$ cat config.mk
export PLATFORM = sky130hd
export DESIGN_NAME = shift_sequencer
export DESIGN_NICKNAME = d
export VERILOG_FILES = /design/src/rtl/shift_sequencer_pkg.sv /design/src/rtl/shift_sequencer_step.sv /design/src/rtl/shift_sequencer.sv
export SDC_FILE = /design/constraint.sdc
export NUM_CORES = 1
export LEC_CHECK = 0
export CAP_MARGIN = 20
export CORE_MARGIN = 5
export CORE_UTILIZATION = 57
export DETAILED_ROUTE_END_ITERATION = 6
export GPL_ROUTABILITY_DRIVEN = 0
export PLACE_DENSITY = 0.92
export SETUP_SLACK_MARGIN = 0.5
export SYNTH_ARGS = -nofsm -noshare
export SYNTH_HDL_FRONTEND = slang
export SYNTH_SLANG_ARGS = --single-unit
$ cat constraint.sdc
create_clock -name clk -period 3.9 [get_ports clk]
set_clock_uncertainty 0.05 [all_clocks]
set_input_delay 0.585 -clock clk [delete_from_list [all_inputs] [get_ports clk]]
set_output_delay 0.585 -clock clk [all_outputs]
set_load 0.005 [all_outputs]
$ cat src/rtl/shift_sequencer_pkg.sv
// Shared definitions for the iterative operand-2 shifter: shift-kind
// encodings and the sequencer state encoding.
package shift_sequencer_pkg;

    localparam logic [1:0] SH_LSL = 2'b00;
    localparam logic [1:0] SH_LSR = 2'b01;
    localparam logic [1:0] SH_ASR = 2'b10;
    localparam logic [1:0] SH_ROR = 2'b11;

    typedef enum logic [1:0] {
        ST_IDLE  = 2'b00,
        ST_SHIFT = 2'b01,
        ST_DONE  = 2'b10
    } state_t;

    // Width needed to hold a per-step amount in the range 0..step.
    function automatic int step_amt_width(input int step);
        return $clog2(step + 1);
    endfunction

endpackage

$ cat src/rtl/shift_sequencer_step.sv
// Combinational narrow shifter: moves a value by 0..STEP bits in one of the
// four ARM shift kinds and reports the last bit shifted out. An amount of 0
// returns the value unchanged with carry 0 (the sequencer never uses it).
module shift_step
    import shift_sequencer_pkg::*;
#(
    parameter int DATA_W = 32,
    parameter int STEP   = 4,
    localparam int AMT_W = step_amt_width(STEP)
) (
    input  logic [DATA_W-1:0] value,
    input  logic [1:0]        kind,
    input  logic [AMT_W-1:0]  amount,
    output logic [DATA_W-1:0] result,
    output logic              carry
);

    logic [DATA_W-1:0] probe;

    // Shift by the requested amount; probe is the value moved by one bit
    // less, so its edge bit is the last bit to leave the word.
    always_comb begin
        result = value;
        carry  = 1'b0;
        probe  = value;
        if (amount != '0) begin
            case (kind)
                SH_LSL: begin
                    result = value << amount;
                    probe  = value << (amount - 1'b1);
                    carry  = probe[DATA_W-1];
                end
                SH_LSR: begin
                    result = value >> amount;
                    probe  = value >> (amount - 1'b1);
                    carry  = probe[0];
                end
                SH_ASR: begin
                    result = $unsigned($signed(value) >>> amount);
                    probe  = value >> (amount - 1'b1);
                    carry  = probe[0];
                end
                default: begin
                    result = (value >> amount) | (value << (DATA_W - int'(amount)));
                    probe  = value >> (amount - 1'b1);
                    carry  = probe[0];
                end
            endcase
        end
    end

endmodule

$ cat src/rtl/shift_sequencer.sv
// Iterative operand-2 shifter: accepts one request over valid/ready, shifts
// up to STEP bits per clock through a single shift_step, then holds the
// result and ARM carry-out until consumed. flush aborts synchronously.
// Optional build macro SHIFT_SEQ_PERF_EN adds perf_ops / perf_shift_cycles.
//
// state    | meaning
// ST_IDLE  | ready for a request; accept edge applies the first step
// ST_SHIFT | applying min(STEP, remaining) bits per clock
// ST_DONE  | result valid, held until out_ready
module shift_sequencer
    import shift_sequencer_pkg::*;
#(
    parameter int DATA_W = 32,
    parameter int STEP   = 4
) (
    input  logic              clk,
    input  logic              rst,
    input  logic              in_valid,
    output logic              in_ready,
    input  logic [DATA_W-1:0] in_val,
    input  logic [1:0]        in_kind,
    input  logic [4:0]        in_amt,
    input  logic              in_carry,
    input  logic              flush,
    output logic              out_valid,
    input  logic              out_ready,
    output logic [DATA_W-1:0] out_data,
    output logic              out_carry,
    output logic              busy
`ifdef SHIFT_SEQ_PERF_EN
    ,
    output logic [31:0]       perf_ops,
    output logic [31:0]       perf_shift_cycles
`endif
);

    localparam int         AMT_W    = step_amt_width(STEP);
    localparam logic [4:0] STEP_AMT = 5'(STEP);

    state_t            state_q, state_d;
    logic [DATA_W-1:0] data_q, data_d;
    logic              carry_q, carry_d;
    logic [1:0]        kind_q, kind_d;
    logic [4:0]        rem_q, rem_d;

    logic [DATA_W-1:0] step_src;
    logic [1:0]        step_kind;
    logic [4:0]        rem_src;
    logic [4:0]        step_full;
    logic [AMT_W-1:0]  step_amt;
    logic [DATA_W-1:0] step_res;
    logic              step_carry;

    // The one shift resource sees the incoming request while idle (so the
    // accept edge does useful work) and the working register afterwards.
    always_comb begin
        step_src  = data_q;
        step_kind = kind_q;
        rem_src   = rem_q;
        if (state_q == ST_IDLE) begin
            step_src  = in_val;
            step_kind = in_kind;
            rem_src   = in_amt;
        end
        step_full = (rem_src > STEP_AMT) ? STEP_AMT : rem_src;
        step_amt  = step_full[AMT_W-1:0];
    end

    shift_step #(
        .DATA_W (DATA_W),
        .STEP   (STEP)
    ) u_step (
        .value  (step_src),
        .kind   (step_kind),
        .amount (step_amt),
        .result (step_res),
        .carry  (step_carry)
    );

    // Next-state and handshake decode; flush overrides everything.
    always_comb begin
        state_d   = state_q;
        data_d    = data_q;
        carry_d   = carry_q;
        kind_d    = kind_q;
        rem_d     = rem_q;
        in_ready  = 1'b0;
        out_valid = 1'b0;
        case (state_q)
            ST_IDLE: begin
                in_ready = 1'b1;
                if (in_valid && !flush) begin
                    kind_d = in_kind;
                    if (in_amt == 5'd0) begin
                        data_d  = in_val;
                        carry_d = in_carry;
                        rem_d   = 5'd0;
                        state_d = ST_DONE;
                    end else begin
                        data_d  = step_res;
                        carry_d = step_carry;
                        rem_d   = in_amt - step_full;
                        state_d = (rem_d == 5'd0) ? ST_DONE : ST_SHIFT;
                    end
                end
            end
            ST_SHIFT: begin
                data_d  = step_res;
                carry_d = step_carry;
                rem_d   = rem_q - step_full;
                if (rem_d == 5'd0) begin
                    state_d = ST_DONE;
                end
            end
            ST_DONE: begin
                out_valid = 1'b1;
                if (out_ready) begin
                    state_d = ST_IDLE;
                end
            end
            default: state_d = ST_IDLE;
        endcase
        if (flush) begin
            state_d = ST_IDLE;
        end
    end

    // State and datapath registers.
    always_ff @(posedge clk or posedge rst) begin
        if (rst) begin
            state_q <= ST_IDLE;
            data_q  <= '0;
            carry_q <= 1'b0;
            kind_q  <= SH_LSL;
            rem_q   <= 5'd0;
        end else begin
            state_q <= state_d;
            data_q  <= data_d;
            carry_q <= carry_d;
            kind_q  <= kind_d;
            rem_q   <= rem_d;
        end
    end

    assign out_data  = data_q;
    assign out_carry = carry_q;
    assign busy      = (state_q != ST_IDLE);

`ifdef SHIFT_SEQ_PERF_EN
    // Count delivered results (a flush in DONE drops the result) and
    // every clock spent iterating.
    always_ff @(posedge clk or posedge rst) begin
        if (rst) begin
            perf_ops          <= 32'd0;
            perf_shift_cycles <= 32'd0;
        end else begin
            if (state_q == ST_DONE && out_ready && !flush) begin
                perf_ops <= perf_ops + 32'd1;
            end
            if (state_q == ST_SHIFT) begin
                perf_shift_cycles <= perf_shift_cycles + 32'd1;
            end
        end
    end
`else
    // Core-only build: no performance counters.
`endif

endmodule

[After elaboration in Yosys (flattened, before gate mapping)]
Cells that the tools add are included.
Storage, ports and cells
  output and inout bits: 36
  word-level logic and storage cells: 64
  input bits: 45
  bits in registers: 42
Operators by class
  shift operators: 6
  bitwise gates (word level): 1
  reduce and logical (&&, ||, !) cells: 13
  muxes and demuxes: 26
  eq/ne operators: 8
  $add $sub $neg: 4
  $lt $le $gt $ge: 1
Operators by type and width (number)
  32-bit 2-to-1 mux: 4
  32-bit case mux with 3 select lines: 1
  32-bit case mux with 2 select lines: 1
  32-bit by 3-bit << shifter with 32-bit output: 2
  32-bit bitwise OR: 1
  32-bit by 32-bit << shifter with 32-bit output: 1
  32-bit by 3-bit right shift with 1-bit output: 1
  32-bit by 3-bit right shift with 32-bit output: 1
  32-bit by 3-bit >>> shifter with 32-bit output: 1
  5-bit 2-to-1 mux: 4
  5-bit zero test: 3
  2-bit 2-to-1 mux: 7
  5-bit case mux with 2 select lines: 1
  5-bit subtractor: 2
  6-bit by 3-bit subtractor with 7-bit output, first input constant: 1
  1-bit 2-to-1 mux: 6
  3-bit != test, second input constant: 2
  2-bit case mux with 3 select lines: 1
  5-bit by 3-bit greater-than comparator with 1-bit output, second input constant: 1
  2-bit by 1-bit equality test with 1-bit output, second input constant: 2
  2-bit equality test, second input constant: 2
  2-bit zero test: 2
  2-bit AND reduction: 2
  2-bit nonzero test: 2
  8 further kinds: 8

[Logic depth before layout (Yosys ltp)]
  depth after elaboration: 12
  gate-level depth with buffers: 16
  depth with buffers taken out: 11

[Hierarchy]
A second synthesis with hierarchy kept.
Unflattened totals
  cell total of the unflattened synthesis: 792
  area, all modules: 6048.3 um2
By module, submodules not included
  shift_step: area each 3140.5 um2, instances 1, cells an instance 421
  shift_sequencer: area each 2907.8 um2, instances 1, cells an instance 371

[Worst setup path after synthesis]
No wires, ideal clock.
  path type: input port to flip-flop
  from: input port in_amt[2]
  to: register state_q[1]
  stages on the path: 14
  arrival time: 3473 ps
  data required time: 3783 ps
  buffers on the path: 3
  setup slack: 310 ps
  path through: nor3_4 -> a32oi_4 -> inv_4 -> buf_6 -> buf_4 -> buf_2 -> ha_1 -> inv_1 -> fa_1 -> o21ai_0 -> o21bai_1 -> or4_1 -> nand3_1 -> a32o_1
On the way
  longest elaborated chain between the ends: 10
  elaborated cells between the ends (all ways): 15
  those cells by class: add/sub: 2; order compare: 1; eq/ne: 1; mux: 7; reduce/logical: 4
Ends and longest elaborated chain
  from (decl): line shift_sequencer.sv:22  | input logic [4:0] in_amt,
  5-bit 2-to-1 mux: line shift_sequencer.sv:60  | if (state_q == ST_IDLE) begin
  5-bit by 3-bit greater-than comparator with 1-bit output: line shift_sequencer.sv:65  | step_full = (rem_src > STEP_AMT) ? STEP_AMT : rem_src;
  5-bit 2-to-1 mux: line shift_sequencer.sv:65
  5-bit subtractor: line shift_sequencer.sv:102  | rem_d = in_amt - step_full;
  5-bit zero test: line shift_sequencer.sv:103  | state_d = (rem_d == 5'd0) ? ST_DONE : ST_SHIFT;
  2-bit 2-to-1 mux: line shift_sequencer.sv:103
  2-bit 2-to-1 mux: line shift_sequencer.sv:94  | if (in_amt == 5'd0) begin
  2-bit 2-to-1 mux: line shift_sequencer.sv:92  | if (in_valid && !flush) begin
  2-bit case mux with 3 select lines: line shift_sequencer.sv:89  | case (state_q)
  2-bit 2-to-1 mux: line shift_sequencer.sv:123  | if (flush) begin
  to (signal assigned): line shift_sequencer.sv:137  | state_q <= state_d;
  to (decl): line shift_sequencer.sv:40  | state_t state_q, state_d;
Several ways; a longest one is shown, not always the timed one. The select of a mux whose other input is x is not followed.
A chain may end at the register's enable or synchronous reset.

[Final worst setup path]
  from: input port in_amt[3]
  to: register data_q[7], in the netlist out_data[7]
On the way
  longest elaborated chain between the ends: 11
  elaborated cells between the ends (all ways): 16
  those cells by class: add/sub: 1; order compare: 1; shift: 4; mux: 7; bitwise: 1; reduce/logical: 2
Ends and longest elaborated chain
  5-bit 2-to-1 mux: line shift_sequencer.sv:60
  5-bit by 3-bit greater-than comparator with 1-bit output: line shift_sequencer.sv:65
  5-bit 2-to-1 mux: line shift_sequencer.sv:65
  6-bit by 3-bit subtractor with 7-bit output: line shift_sequencer_step.sv:44  | result = (value >> amount) | (value << (DATA_W - int'(amount)));
  32-bit by 32-bit << shifter with 32-bit output: line shift_sequencer_step.sv:44
  32-bit bitwise OR: line shift_sequencer_step.sv:44
  32-bit case mux with 3 select lines: line shift_sequencer_step.sv:27  | case (kind)
  32-bit 2-to-1 mux: line shift_sequencer_step.sv:26  | if (amount != '0) begin
  32-bit 2-to-1 mux: line shift_sequencer.sv:94
  32-bit 2-to-1 mux: line shift_sequencer.sv:92
  32-bit case mux with 2 select lines *: line shift_sequencer.sv:89
  to (signal assigned): line shift_sequencer.sv:138  | data_q <= data_d;
  to (decl): line shift_sequencer.sv:41  | logic [DATA_W-1:0] data_q, data_d;
Every way passes the cells marked *; elsewhere a longest branch is shown, timed or not. The select of a mux whose other input is x is not followed.

==> impl_metrics.env <==
export IMPL_drc=0
export IMPL_vias=6858
export IMPL_row_count=36
export IMPL_cts_tree="done"
export IMPL_hpwl_um=14600
export IMPL_async_flop_share_pct=100
export IMPL_hp_class="reg2reg"
export IMPL_period_share_pct=87.8
export IMPL_end_kind="register"
export IMPL_power_leakage_nw=2.88
export IMPL_reg2reg_depth=8
export IMPL_synth_edf_count=0
export IMPL_final_antenna_net_count=0
export IMPL_dr_pass1_iters=7
export IMPL_yosys_cell_types_count=77
export IMPL_grt_total_usage_pct=34.4
export IMPL_cts_buffers=5
export IMPL_ys_ff_latch=42
export IMPL_core_area_mm2=0.00964
export IMPL_holdPathStages=2
export IMPL_ys_top_cells_by_area="mux2i_1 19%, dfrtp_1 19%, nand2_1 8.1%"
export IMPL_cts_sinks=42
export IMPL_synth_flop_cell="dfrtp_1"
export IMPL_criticalPathCategory="in2reg"
export IMPL_placement_cell_area_mm2=0.00648
export IMPL_yosys_top_cells_count="119 x nand2_1, 106 x mux2i_1, 56 x a21oi_1"
export IMPL_peakVddDrop_v=0.000386
export IMPL_setup_viol=0
export IMPL_final_area_mm2=0.00660
export IMPL_final_min_clock_period_ps=3420
export IMPL_syn_area_per_cell_um2=7.66
export IMPL_clock_path_buffers=2
export IMPL_synth_warnings=0
export IMPL_maxCapViolations=0
export IMPL_rsz0062_at_grt="yes"
export IMPL_root_buffer="clkbuf_8"
export IMPL_grt_pass1_vias=6492
export IMPL_tightest_slew_ps=854
export IMPL_maxSlewViolCount=0
export IMPL_grt_max_degree=55
export IMPL_yosysSeqAreaShare_pct=19.0
export IMPL_die_h_um=109
export IMPL_cp_max_fo=54
export IMPL_synth_top_area_share_pct=19.1
export IMPL_die_area_mm2=0.0118
export IMPL_antenna_found_initial=0
export IMPL_post_route_util_pct=68.5
export IMPL_cts_hold_buf=0
export IMPL_p_total_mw=5.41
export IMPL_clock_latency_ps=310
export IMPL_synthesis_area_mm2=0.00555
export IMPL_io_pin_count=81
export IMPL_whs_ps=478
export IMPL_cts_htree_levels=2
export IMPL_area_growth_pct=19.0
export IMPL_synth_most_common_cell="nand2_1"
export IMPL_max_freq_ghz=0.292
export IMPL_drt_wl_total_um=20500
export IMPL_hold_viol_final=0
export IMPL_netlist_instances=724
export IMPL_via_per_inst=7.41
export IMPL_cts_clk_slew_worst_paths_ps=80
export IMPL_drive_above_1_share_pct=9.85
export IMPL_required_ps=4020
export IMPL_wl_per_cell_um=22.2
export IMPL_powerDensity_mw_per_mm2=820
export IMPL_n_antenna_cell=0
export IMPL_drtIter0Drc=1339
export IMPL_fin_tns_setup_ps=0
export IMPL_maxSlewHeadroom_pct=42.8
export IMPL_crit_arrival_ps=3550
export IMPL_startpoint_type="input pin"
export IMPL_outcome="finished, final reports clean"
export IMPL_dieWidth_um=109
export IMPL_fin_nets=848
export IMPL_grt_first_pass_wirelength_um=32700
export IMPL_overflow=0
export IMPL_port_buffer_count=80
export IMPL_start_util_pct=57.5
export IMPL_synth_top_area_cell="mux2i_1"
[flip-flops by register name (all words and copies together) (netlist names)]
| signal | cells |
|---|---|
| out_data | 32 |
| rem_q | 5 |
| kind_q | 2 |
| state_q | 2 |
| out_carry | 1 |
[kinds of logic after synthesis]
family / synth area share (%)
adder cells (fa/ha/maj): 2.93
AND/OR/NAND/NOR: 21.5
other: 0.0676
flip-flops: 19.0
XOR/XNOR: 1.11
AO/OA/AOI/OAI: 26.8
multiplexers: 22.6
buffers and inverters: 6.14
[per-layer routing]
layer  global-route usage, %  vias up  share of wire, %
li1                        -     2852                 -
met1                    45.1     3064                35
met2                    51.7      721                43
met3                    7.34      221                14
met4                    20.8        0               8.3
met5                       0        -                 0
[through the flow]
step,instances,setup slack (ps)
after floorplan,725,476
after global placement,916,311
after detailed placement,916,218
after CTS,923,511
after global routing,925,417
final,925,476
[cells in the final DEF, fill, tap and decap left out, types with 19 or more instances in the layout]
master | synthesis | routed
nand2_1 | 119 | 119
nor2_1 | 43 | 43
nand3_1 | 41 | 41
mux2i_1 | 106 | 106
clkdlybuf4s50_1 | 0 | 78
a21oi_1 | 56 | 55
o22ai_1 | 19 | 19
buf_4 | 9 | 32
dfrtp_1 | 42 | 42
o21ai_0 | 30 | 29
[where the power goes]
group          internal [mW]  leakage, nW  switching [mW]
logic                   1.72         2.34            2.50
clock network          0.124       0.0383           0.167
registers              0.658        0.507           0.245
total                   2.50         2.88            2.91
[timing repair]
| item | in CTS | in global routing |
|---|---|---|
| setup endpoints to repair | 0 | 24 |
| resized for setup | 0 | 10 |
| setup buffers | 0 | 2 |
[worst max-delay path, stage by stage]
cell and delay [ps]:
clkdlybuf4s50_1 480, nor3_4 360, a32oi_4 180, inv_4 90, buf_4 560, nand2_1 210
nand2_1 150, o21ai_0 280, a221oi_1 460, a31oi_1 150
[worst paths after layout]
check	slack, ps	endpoint	from
worst max-delay path	480	out_data[7]	in_amt[3]
worst min-delay path	480	out_data[1]	out_data[1]
worst max register to register	670	out_data[7]	state_q[1]
worst min register to register	480	out_data[1]	out_data[1]
max in group asynchronous	2720	out_data[19]	rst
min in group asynchronous	690	out_data[28]	rst
[layout make-up]
class | instances | area, µm²
Multi-Input combinational cell | 618 | 4190
Fill cell | 820 | 3040
Timing Repair Buffer | 114 | 1070
Sequential cell | 42 | 1050
Tap cell | 133 | 166
Clock buffer | 7 | 76.3
Inverter | 11 | 43.8
(Power assumes the default switching activity.)
